===== src/rtl/uart_tx_stream.sv =====
// uart_tx_stream: buffered UART transmitter.
// Words enter through a valid/ready handshake into a small circular FIFO and
// leave on `tx` as DATA_WIDTH/8 UART frames, least significant byte first,
// LSB-first within each byte, with optional parity and one or two stop bits.
// Bit timing comes entirely from the external baud tick `clken`.

module uart_tx_stream #(
    parameter int DATA_WIDTH = 32,
    parameter int FIFO_DEPTH = 4,
    parameter int PARITY_EN  = 0,
    parameter int PARITY_ODD = 0,
    parameter int STOP_BITS  = 1
) (
    input  logic                               clk,
    input  logic                               rst,
    input  logic                               clken,
    input  logic                               in_valid,
    output logic                               in_ready,
    input  logic [DATA_WIDTH-1:0]              data_in,
    output logic                               tx,
    output logic                               tx_busy,
    output logic [$clog2(FIFO_DEPTH+1)-1:0]    fifo_count
);

    // ------------------------------------------------------------------
    // Derived sizes and constants
    // ------------------------------------------------------------------
    localparam int NBYTES  = DATA_WIDTH / 8;
    localparam int PTR_W   = $clog2(FIFO_DEPTH);
    localparam int CNT_W   = $clog2(FIFO_DEPTH + 1);
    localparam int BIDX_W  = (NBYTES > 1) ? $clog2(NBYTES) : 1;

    localparam logic [PTR_W:0]    PTR_ONE   = {{PTR_W{1'b0}}, 1'b1};
    localparam logic [BIDX_W-1:0] BIDX_ONE  = BIDX_W'(1'b1);
    localparam logic [BIDX_W-1:0] BIDX_LAST = BIDX_W'(NBYTES - 1);
    localparam logic              ODD_SEL   = (PARITY_ODD != 0) ? 1'b1 : 1'b0;

    // ------------------------------------------------------------------
    // Helpers
    // ------------------------------------------------------------------

    // Parity bit for one data byte; odd=1 makes the total count of ones odd.
    function automatic logic parity_bit(input logic [7:0] data_byte, input logic odd);
        return (^data_byte) ^ odd;
    endfunction

    // Occupancy of a circular buffer whose pointers carry one extra wrap bit.
    function automatic logic [PTR_W:0] ptr_distance(input logic [PTR_W:0] wr,
                                                    input logic [PTR_W:0] rd);
        return wr - rd;
    endfunction

    // ------------------------------------------------------------------
    // Serialiser state encoding
    // ------------------------------------------------------------------
    typedef enum logic [2:0] {
        ST_IDLE   = 3'd0,
        ST_START  = 3'd1,
        ST_DATA   = 3'd2,
        ST_PARITY = 3'd3,
        ST_STOP   = 3'd4
    } ser_state_t;

    // ------------------------------------------------------------------
    // Storage
    // ------------------------------------------------------------------
    logic [DATA_WIDTH-1:0] mem_r [FIFO_DEPTH];
    logic [PTR_W:0]        wr_ptr_r;
    logic [PTR_W:0]        rd_ptr_r;

    ser_state_t            state_r;
    logic [DATA_WIDTH-1:0] shreg_r;
    logic [BIDX_W-1:0]     byte_idx_r;
    logic [2:0]            bit_idx_r;
    logic                  stop_cnt_r;
    logic                  tx_r;

    // ------------------------------------------------------------------
    // Combinational status derived from registers only
    // ------------------------------------------------------------------
    logic                  full_s;
    logic                  empty_s;
    logic                  push_s;
    logic                  pop_s;
    logic [PTR_W:0]        count_s;
    logic [7:0]            cur_byte_s;
    logic                  last_stop_s;
    logic                  last_byte_s;

    // FIFO flags: same index with differing wrap bits means full, identical pointers mean empty.
    always_comb begin
        full_s  = 1'b0;
        empty_s = 1'b0;
        if (wr_ptr_r == rd_ptr_r) begin
            empty_s = 1'b1;
        end else if ((wr_ptr_r[PTR_W] != rd_ptr_r[PTR_W]) &&
                     (wr_ptr_r[PTR_W-1:0] == rd_ptr_r[PTR_W-1:0])) begin
            full_s = 1'b1;
        end else begin
            full_s  = 1'b0;
            empty_s = 1'b0;
        end
    end

    // Handshake and serialiser decode terms.
    always_comb begin
        count_s     = ptr_distance(wr_ptr_r, rd_ptr_r);
        push_s      = in_valid && !full_s;
        pop_s       = (state_r == ST_IDLE) && !empty_s;
        cur_byte_s  = shreg_r[7:0];
        last_byte_s = (byte_idx_r == BIDX_LAST);
        if (STOP_BITS == 1) begin
            last_stop_s = 1'b1;
        end else begin
            last_stop_s = stop_cnt_r;
        end
    end

    assign in_ready   = !full_s;
    assign tx_busy    = (state_r != ST_IDLE) || !empty_s;
    assign fifo_count = CNT_W'(count_s);
    assign tx         = tx_r;

    // ------------------------------------------------------------------
    // FIFO
    // ------------------------------------------------------------------

    // Word storage: written at the write pointer on an accepted push.
    always_ff @(posedge clk or posedge rst) begin
        if (rst) begin
            for (int i = 0; i < FIFO_DEPTH; i++) begin
                mem_r[i] <= '0;
            end
        end else if (push_s) begin
            mem_r[wr_ptr_r[PTR_W-1:0]] <= data_in;
        end
    end

    // Circular pointers; a push and a pop in the same cycle leave the occupancy unchanged.
    always_ff @(posedge clk or posedge rst) begin
        if (rst) begin
            wr_ptr_r <= '0;
            rd_ptr_r <= '0;
        end else begin
            if (push_s) begin
                wr_ptr_r <= wr_ptr_r + PTR_ONE;
            end
            if (pop_s) begin
                rd_ptr_r <= rd_ptr_r + PTR_ONE;
            end
        end
    end

    // ------------------------------------------------------------------
    // Serialiser
    // ------------------------------------------------------------------

    // Frame sequencer: IDLE pops without waiting for a tick, every other state moves only on clken.
    always_ff @(posedge clk or posedge rst) begin
        if (rst) begin
            state_r    <= ST_IDLE;
            shreg_r    <= '0;
            byte_idx_r <= '0;
            bit_idx_r  <= 3'd0;
            stop_cnt_r <= 1'b0;
            tx_r       <= 1'b1;
        end else begin
            case (state_r)
                ST_IDLE: begin
                    tx_r <= 1'b1;
                    if (pop_s) begin
                        shreg_r    <= mem_r[rd_ptr_r[PTR_W-1:0]];
                        byte_idx_r <= '0;
                        stop_cnt_r <= 1'b0;
                        state_r    <= ST_START;
                    end
                end

                ST_START: begin
                    if (clken) begin
                        tx_r      <= 1'b0;
                        bit_idx_r <= 3'd0;
                        state_r   <= ST_DATA;
                    end
                end

                ST_DATA: begin
                    if (clken) begin
                        tx_r      <= cur_byte_s[bit_idx_r];
                        bit_idx_r <= bit_idx_r + 3'd1;
                        if (bit_idx_r == 3'd7) begin
                            state_r <= (PARITY_EN != 0) ? ST_PARITY : ST_STOP;
                        end
                    end
                end

                ST_PARITY: begin
                    if (clken) begin
                        tx_r    <= parity_bit(cur_byte_s, ODD_SEL);
                        state_r <= ST_STOP;
                    end
                end

                ST_STOP: begin
                    if (clken) begin
                        tx_r <= 1'b1;
                        if (last_stop_s) begin
                            stop_cnt_r <= 1'b0;
                            if (!last_byte_s) begin
                                // Next byte of the same word: bring it down to the low lane.
                                byte_idx_r <= byte_idx_r + BIDX_ONE;
                                shreg_r    <= shreg_r >> 4'd8;
                                state_r    <= ST_START;
                            end else begin
                                state_r <= ST_IDLE;
                            end
                        end else begin
                            stop_cnt_r <= stop_cnt_r + 1'b1;
                        end
                    end
                end

                default: begin
                    state_r    <= ST_IDLE;
                    stop_cnt_r <= 1'b0;
                    tx_r       <= 1'b1;
                end
            endcase
        end
    end

endmodule


===== config.mk =====
export PLATFORM = sky130hd
export DESIGN_NAME = uart_tx_stream
export DESIGN_NICKNAME = d
export VERILOG_FILES = /design/src/rtl/uart_tx_stream.sv
export SDC_FILE = /design/constraint.sdc
export NUM_CORES = 1
export LEC_CHECK = 0
export CAP_MARGIN = 20
export CELL_PAD_IN_SITES_DETAIL_PLACEMENT = 0
export CELL_PAD_IN_SITES_GLOBAL_PLACEMENT = 1
export CORE_ASPECT_RATIO = 1.75
export CORE_MARGIN = 4
export CORE_UTILIZATION = 35
export CTS_CLUSTER_SIZE = 28
export DETAILED_ROUTE_END_ITERATION = 10
export DONT_BUFFER_PORTS = 1
export PLACE_DENSITY_LB_ADDON = 0.08
export SYNTH_ARGS = -nofsm -noshare
export SYNTH_HDL_FRONTEND = slang
export SYNTH_SLANG_ARGS = --single-unit
export TNS_END_PERCENT = 1

===== constraint.sdc =====
create_clock -name clk -period 5.4 [get_ports clk]
set_input_delay 1.08 -clock clk [delete_from_list [all_inputs] [get_ports clk]]
set_output_delay 1.08 -clock clk [all_outputs]
set_load 0.01 [all_outputs]

==> results of run 1 <==
==> cells by family (layout without fill, tap and decap cells) <==
kind of cell             after synthesis  after routing  synth area share (%)
flip-flops                           175            175                 52.87
multiplexers                         166            166                 27.02
AND/OR/NAND/NOR                      110            110                 7.007
AO/OA/AOI/OAI                         62             62                 5.859
buffers and inverters                 56             53                 4.032
XOR/XNOR                              13             13                 1.465
adder cells (fa/ha/maj)               11             11                 1.752
==> registers in the layout (all words and copies together), names as in the netlist <==
signal	count
mem_r	128
shreg_r	32
bit_idx_r	3
rd_ptr_r	3
state_r	3
wr_ptr_r	3
byte_idx_r	2
tx	1
==> cells in the final DEF (no fill, tap or decap), types with 2 or more instances in the layout <==
cell        instances
bufinv_16           4
ha_1               10
a31oi_1             2
or2_2               2
clkbuf_1            2
o22a_1              8
nand3_1             4
nand2_4             4
nor2b_1            28
nor2_1             46
mux4_2             33
nand3b_1            2
xnor2_1            11
mux2_2            122
o22ai_1             2
clkinvlp_4          4
mux2i_1             2
nand2_1            11
mux2_1              9
inv_1              15
a21oi_1             2
o32a_1             16
clkbuf_16          17
dfrtp_1           173
o21ai_0            23
buf_4               5
nor3_1              2
nand4b_1            8
clkbuf_8            3
==> power by group <==
part | internal, mW | switching (mW) | leakage, nW
clock network | 0.810 | 0.516 | 0.299
logic | 1.43 | 1.25 | 1.39
registers | 1.99 | 0.405 | 2.08
total | 4.24 | 2.17 | 3.77
==> worst register-to-register path: stages, from the launching register on <==
cell      delay [ps]
dfrtp_1          930
nand3b_1         150
buf_4            270
a21oi_4          740
mux2_2           410
==> layer usage <==
layer	wire (µm)	vias to the layer above	global-route usage, %
li1	-	2107	-
met1	7435	2500	17.17
met2	10260	50	27.49
met3	498	19	3.307
met4	316	0	5.335
met5	0	-	0
==> layout make-up <==
class | count | area [µm²] | area share, %
clock buffers | 22 | 474.2 | 5.220
inverters | 16 | 63.81 | 0.7024
multi-input cells | 362 | 3571 | 39.31
repair buffers | 6 | 57.56 | 0.6335
clock inverters | 9 | 156.4 | 1.722
flip-flops and latches | 175 | 4382 | 48.23
well taps | 304 | 380.4 | 4.187
==> worst max path at each step <==
| stage | cells after the start | from | to | slack [ps] |
|---|---|---|---|---|
| floorplan | 1 | rst | bit_idx_r[0]$_DFFE_PP0P_ | 2080 |
| global placement | 4 | clken | byte_idx_r[1]$_DFFE_PP0P_ | 2690 |
| detailed placement | 4 | clken | byte_idx_r[1]$_DFFE_PP0P_ | 2700 |
| CTS | 3 | rd_ptr_r[1]$_DFFE_PP0P_ | fifo_count[1] | 2360 |
| global route | 3 | rd_ptr_r[1]$_DFFE_PP0P_ | fifo_count[2] | 2320 |
| finish | 3 | rd_ptr_r[1]$_DFFE_PP0P_ | fifo_count[1] | 2430 |
==> metrics by stage <==
step | util [%] | std cells | worst slack [ps] | hold slack (ps)
2_1_floorplan | - | 593 | 2082 | 458.9
5_1_grt | 38.94 | 894 | 2315 | 503.8
4_1_cts | 38.94 | 894 | 2361 | 490.0
6_report | 38.94 | 894 | 2433 | 487.2
3_5_place_dp | 36.23 | 863 | 2701 | 475.7
3_3_place_gp | 36.23 | 863 | 2689 | 469.3
==> results.json, run 1 <==
{
  "status": "finished, final reports clean",
  "worst-r2r-cell-count": 4,
  "io_pins": 42,
  "dpl.hpwl_um": 11770,
  "synth_top_area_share_pct": 52.55,
  "critical_path_class": "flop to output pin",
  "start_kind": "flop",
  "hold_buffers": 0,
  "postSynthAreaPerCell_um2": 13.97,
  "vias_per_cell": 5.230,
  "ys.flop_type": "dfrtp_1",
  "totalWireLength_um": 18510,
  "finalCritPeriodShare_pct": 54.94,
  "fin_crit_ps": 2967,
  "track_usage_pct": 15.00,
  "die-area_um2": 26290,
  "drt_iter0_markers": 152,
  "ys_types": 43,
  "coreArea_um2": 23330,
  "synth-warning-count": 0,
  "synth_seq_cells": 175,
  "slowest_delay_ps": 520,
  "wl_per_cell_um": 20.70,
  "clock_path_buffers": 2,
  "clk_pin_slew_ps": 60,
  "drive_above_1_share_pct": 34.58,
  "yosysMostFrequentCell": "dfrtp_1",
  "grt_pass1_wl_um": 30530,
  "cts_tree": "done",
  "start_util_pct": 35.51,
  "hold_class": "flop to flop",
  "fp.dieW_um": 124.3,
  "cp_num_buf_inv": 2,
  "ant_nets": 0,
  "ff2ff_setup_slack_ps": 2800,
  "holdCritStartpoint": "mem_r[1]$_DFFE_PP0P_",
  "cts.sink_count": 175,
  "netlist_area_um2": 8285,
  "crit_chain": "buf_4 > fa_1 > inv_1",
  "synth_area_leaders": "dfrtp_1 53%, mux2_2 17%, mux4_2 9.0%",
  "grt_pass1_vias": 5215,
  "place_congestion": 0.6886,
  "p_per_area_nw_per_um2": 704.8,
  "diodes": 0,
  "cts_setup_buffers": 0,
  "synth_nets": 640,
  "cts-root-buf": "clkbuf_16",
  "syn_inst": 593,
  "postPlaceCellArea_um2": 8454,
  "grt_max_degree": 176,
  "n_fill_cell": 2236,
  "num_rows": 74,
  "port_buffers": 0,
  "die_y_um": 211.5,
  "finalClockSkew_ps": 9.869,
  "finalSetupViolCount": 0,
  "firstDrtPassIters": 4,
  "synth_edf_count": 0,
  "async_flop_share_pct": 100.0,
  "r2r_end": "byte_idx_r[1]$_DFFE_PP0P_",
  "cts-buffers-inserted": 17,
  "rsz0062_at_grt": "false",
  "yosys.area.top_type": "dfrtp_1",
  "path_delay_family": "buffers and inverters",
  "grt_antenna_before_repair": 0,
  "cts_resized": 0,
  "drc": 0,
  "arrival_ps": 1890,
  "r2r_start": "state_r[2]$_DFFE_PP0P_",
  "ys_seq_area_share_pct": 52.87,
  "cpMaxStageDelayCell": "fa_1",
  "clkLatencyLatePin_ps": 430,
  "syn2layout_area_growth_pct": 9.650,
  "worstSetupEndpointType": "output pin",
  "tns_ps": 0,
  "slew_viol_final": 0,
  "htree_levels": 4,
  "power_mw": 6.403,
  "design_area_um2": 9085,
  "dr_total_vias": 4676,
  "max_freq_mhz": 337.1,
  "leakagePower_nw": 3.770,
  "hold-path-cell-count": 1,
  "synthTopCellsByCount": "174 x dfrtp_1, 122 x mux2_2, 46 x nor2_1, 33 x mux4_2, 28 x nor2b_1",
  "crit_fanout": 35,
  "nNetsFinal": 625,
  "min_to": "mem_r[1]$_DFFE_PP0P_",
  "overflow": 0,
  "required_ps": 4320,
  "final-hold-violation-count": 0,
  "ir_worst_vdd_uv": 290.6,
  "max_cap_viol_count": 0,
  "slew-limit-headroom_pct": 27.70,
  "worstMarginPinSlew_ps": 1084
}
(Power assumes the default switching activity.)
==> run 2: changes to the inputs <==
Clock period 5.4 ns to 2.4 ns, I/O delays scaled along.
==> results.json, run 2 (synthesized netlist as in run 1, its figures left out) <==
{
  "overflow": 0,
  "cpMaxStageDelayCell": "dfrtp_1",
  "slew_viol_final": 0,
  "worstMarginPinSlew_ps": 493.9,
  "place_congestion": 0.7105,
  "start_util_pct": 35.51,
  "coreArea_um2": 23330,
  "regMostFlops": "mem_r",
  "clock_path_buffers": 2,
  "cts-buffers-inserted": 17,
  "htree_levels": 4,
  "cts_tree": "done",
  "vias_per_cell": 5.157,
  "path_delay_family": "adder cells",
  "finalClockSkew_ps": 6.570,
  "grt_antenna_before_repair": 0,
  "cp_num_buf_inv": 2,
  "design_area_um2": 9359,
  "grt_pass1_vias": 5359,
  "syn2layout_area_growth_pct": 12.96,
  "crit_fanout": 4,
  "arrival_ps": 1800,
  "die-area_um2": 26290,
  "fp.dieW_um": 124.3,
  "final_cell_mix": "173 x dfrtp_1, 122 x mux2_2, 46 x nor2_1",
  "firstDrtPassIters": 4,
  "slew-limit-headroom_pct": 67.07,
  "max_freq_mhz": 438.1,
  "drt_iter0_markers": 136,
  "layout_commonest_cell": "dfrtp_1",
  "diodes": 0,
  "swShare_pct": 34.26,
  "leakagePower_nw": 3.930,
  "wl_per_cell_um": 21.08,
  "clockPowerShare_pct": 19.0,
  "final-hold-violation-count": 0,
  "critical_path_class": "flop to output pin",
  "ant_nets": 0,
  "postPlaceCellArea_um2": 8752,
  "die_y_um": 211.5,
  "io_pins": 42,
  "power_frac_seq_pct": 36.3,
  "slowest_delay_ps": 390,
  "internal_power_mw": 9.694,
  "dr_total_vias": 4739,
  "rsz0062_at_grt": "false",
  "reg_top3": "mem_r: 128 flops, shreg_r: 32 flops",
  "crit_chain": "inv_2 > ha_1 > fa_1 > xnor2_1 > buf_4",
  "p_per_area_nw_per_um2": 1576,
  "grt_pass1_wl_um": 31680,
  "required_ps": 1920,
  "cts-root-buf": "clkbuf_16",
  "cts_setup_buffers": 0,
  "finalSetupViolCount": 0,
  "start_kind": "flop",
  "fin_crit_ps": 2283,
  "nNetsFinal": 649,
  "grt_max_degree": 79,
  "combPwrFrac_pct": 44.6,
  "dpl.hpwl_um": 13510,
  "max_cap_viol_count": 0,
  "tns_ps": 0,
  "clkLatencyLatePin_ps": 430,
  "drc": 0,
  "power_mw": 14.75,
  "port_buffers": 0,
  "hold_class": "input port to flop",
  "ir_worst_vdd_uv": 620.6,
  "largest_reg_flops": 128,
  "worstSetupEndpointType": "output pin",
  "num_rows": 74,
  "finalCritPeriodShare_pct": 95.11,
  "drive_above_1_share_pct": 37.40,
  "clk_pin_slew_ps": 70,
  "totalWireLength_um": 19370,
  "track_usage_pct": 15.65,
  "cts.sink_count": 175,
  "status": "finished, final reports clean",
  "netSwitchingPower_mw": 5.051
}
## run 2: power by group through the flow
stage | Clock [mW] | Sequential [mW] | Combinational (mW)
3_3_place_gp | 0 | 5.35 | 6.65
6_report | 2.81 | 5.36 | 6.58
5_1_grt | 3.03 | 5.54 | 7.23
4_1_cts | 2.92 | 5.38 | 6.78
2_1_floorplan | 0 | 5.08 | 5.18
3_5_place_dp | 0 | 5.44 | 6.76
## run 2: area by class of cell
class	instances	area, µm²
fillers	2231	13970
clock inverters	13	153.9
flip-flops and latches	175	4382
repair buffers	30	365.4
multi-input cells	362	3571
clock buffers	19	442.9
inverters	16	63.81
well taps	304	380.4
## run 2: through the flow
stage | utilization, % | setup WS (ps) | cells | hold WS [ps]
2_1_floorplan | - | -317.8 | 593 | 458.9
3_3_place_gp | 37.51 | 346.7 | 886 | 306.0
3_5_place_dp | 37.51 | 315.4 | 886 | 308.6
4_1_cts | 40.11 | 25.84 | 919 | 137.3
5_1_grt | 40.11 | 31.76 | 919 | 141.3
6_report | 40.11 | 117.4 | 919 | 166.4
## run 2: repair_timing
action                                  4_1_cts  5_1_grt
hold buffers                                  1        0
endpoints found under the setup margin        0        1
endpoints found under the hold margin         4        0
resized for setup                             0        1
## run 2: final timing paths
path / depth (start not counted) / end / from / slack (ps)
worst max-delay path: 5 / fifo_count[2] / wr_ptr_r[0]$_DFFE_PP0P_ / 120
max in group asynchronous: 3 / rd_ptr_r[0]$_DFFE_PP0P_ / rst / 1220
worst max register to register: 6 / mem_r[33]$_DFFE_PP0P_ / wr_ptr_r[1]$_DFFE_PP0P_ / 330
worst min register to register: 1 / mem_r[126]$_DFFE_PP0P_ / mem_r[126]$_DFFE_PP0P_ / 500
worst min-delay path: 1 / state_r[2]$_DFFE_PP0P_ / clken / 170
min in group asynchronous: 2 / shreg_r[20]$_DFFE_PP0P_ / rst / 480
## run 2: metal layers
layer	share of wire [%]	vias up	wire, µm	global-route usage (%)
met3	2.7	17	521	3.408
li1	-	2162	-	-
met2	56	47	10910	29.37
met5	0	-	0	0
met4	1.6	0	315	4.729
met1	39	2513	7628	17.70
==> run 3: changes to the inputs <==
Settings changed: CORE_ASPECT_RATIO 1.75 to 0.5, CORE_MARGIN 4 to 1.5.
==> results.json, run 3 (synthesized netlist as in run 1, its figures left out) <==
{
  "ant_nets": 0,
  "nNetsFinal": 645,
  "arrival_ps": 1780,
  "path_delay_family": "adder cells",
  "rsz0062_at_grt": "false",
  "slew_viol_final": 0,
  "vias_per_cell": 5.119,
  "firstDrtPassIters": 7,
  "critical_path_class": "flop to output pin",
  "final_cell_mix": "172 x dfrtp_1, 122 x mux2_2, 46 x nor2_1",
  "htree_levels": 4,
  "coreArea_um2": 23030,
  "r2r_start": "wr_ptr_r[0]$_DFFE_PP0P_",
  "crit_path_end": "fifo_count[2]",
  "cts.sink_count": 175,
  "n_fill_cell": 2193,
  "tns_ps": 0,
  "violations": "DRC",
  "startpoint": "wr_ptr_r[0]$_DFFE_PP0P_",
  "cpMaxStageDelayCell": "fa_1",
  "cp_num_buf_inv": 1,
  "grt_pass1_wl_um": 30220,
  "reg_top3": "mem_r: 128 flops, shreg_r: 32 flops",
  "overflow": 0,
  "clkLatencyLatePin_ps": 440,
  "die-area_um2": 24660,
  "power_mw": 14.60,
  "drt_iter0_markers": 340,
  "cp.depth": 4,
  "crit_fanout": 4,
  "largest_reg_flops": 128,
  "p_per_area_nw_per_um2": 1565,
  "finalSetupViolCount": 0,
  "final-hold-violation-count": 0,
  "status": "complete, but fails checks",
  "wl_per_cell_um": 19.91,
  "place_congestion": 0.6851,
  "fin_crit_ps": 2261,
  "required_ps": 1920,
  "layout_commonest_cell": "dfrtp_1",
  "clock_path_buffers": 2,
  "finalCritPeriodShare_pct": 94.23,
  "grt_antenna_before_repair": 0,
  "cts-root-buf": "clkbuf_16",
  "max_cap_viol_count": 0,
  "track_usage_pct": 16.54,
  "grt_pass1_vias": 5036,
  "worstSetupEndpointType": "output pin",
  "totalWireLength_um": 18280,
  "start_util_pct": 35.97,
  "syn2layout_area_growth_pct": 12.58,
  "clk_pin_slew_ps": 70,
  "hold_class": "input port to flop",
  "dr_total_vias": 4699,
  "max_freq_mhz": 442.2,
  "start_kind": "flop",
  "num_rows": 39,
  "leakagePower_nw": 3.908,
  "drive_above_1_share_pct": 37.32,
  "worstMarginPinSlew_ps": 529.3,
  "fp.dieW_um": 220.6,
  "slew-limit-headroom_pct": 64.64,
  "io_pins": 42,
  "slowest_delay_ps": 410,
  "diodes": 0,
  "regMostFlops": "mem_r",
  "worst-r2r-cell-count": 7,
  "drc": 4,
  "crit_chain": "inv_1 > ha_1 > fa_1 > xnor2_2",
  "cts_setup_buffers": 0,
  "ir_worst_vdd_uv": 601.6,
  "cts_tree": "done",
  "cts-buffers-inserted": 17,
  "finalClockSkew_ps": 10.46,
  "die_y_um": 111.8,
  "dpl.hpwl_um": 12110,
  "ff2ff_setup_slack_ps": 290,
  "r2r_end": "mem_r[30]$_DFFE_PP0P_",
  "port_buffers": 0,
  "grt_max_degree": 51
}
run 3: layout make-up:
| class | count | area (µm²) | share of cell area, % |
|---|---|---|---|
| timing repair buffer | 26 | 314.1 | 3.367 |
| clock buffer | 18 | 439.2 | 4.708 |
| clock inverter | 14 | 165.2 | 1.771 |
| tap | 307 | 384.1 | 4.118 |
| inverter | 16 | 63.81 | 0.6841 |
| sequential | 175 | 4383 | 46.99 |
| multi-input combinational | 362 | 3578 | 38.36 |
run 3: worst reg2reg max path: cells and delay by family (launching register included):
family,cells,cell delay [ps]
AO/OA/AOI/OAI,1,270
adder cells (fa/ha/maj),1,410
buffers and inverters,2,360
flip-flops,1,370
multiplexers,1,380
AND/OR/NAND/NOR,2,210
run 3: what timing repair did:
action                     4_1_cts  5_1_grt
setup endpoints to repair        1        2
gates resized for setup          1        1
hold endpoints to repair        14        0
pin swaps                        0        0
hold buffers                     1        0
run 3: worst min-delay path by stage:
stage	from	cells past startpoint	slack (ps)	to
global placement	rst	1	420	mem_r[9]$_DFFE_PP0P_
finish	clken	1	140	state_r[2]$_DFFE_PP0P_
detailed placement	rst	1	430	mem_r[9]$_DFFE_PP0P_
CTS	clken	1	110	state_r[2]$_DFFE_PP0P_
global route	clken	1	120	state_r[2]$_DFFE_PP0P_
floorplan	mem_r[0]$_DFFE_PP0P_	1	460	mem_r[0]$_DFFE_PP0P_
run 3: through the flow:
step	cell area (µm²)	worst slack, ps	util, %	hold WS (ps)	cells
floorplan	8289	-317.8	-	458.9	593
finish	9328	138.5	40.50	142.0	918
global route	9328	26.29	40.50	124.4	918
CTS	9324	26.19	40.48	110.8	918
global placement	8702	323.1	37.78	415.2	885
detailed placement	8702	287.2	37.78	426.2	885
run 3: where the power goes:
| part | switching [mW] | internal [mW] |
|---|---|---|
| Combinational | 2.88 | 3.50 |
| Sequential | 0.848 | 4.49 |
| Clock | 1.22 | 1.66 |
run 3: routing by layer:
metal  part of all wire [%]  vias to the layer above  GRT usage (%)
met1                     52                     2477          24.24
li1                       -                     2159              -
met5                      0                        -              0
met4                    1.4                        0          5.676
met3                    3.3                       21          4.180
met2                     44                       42          23.68
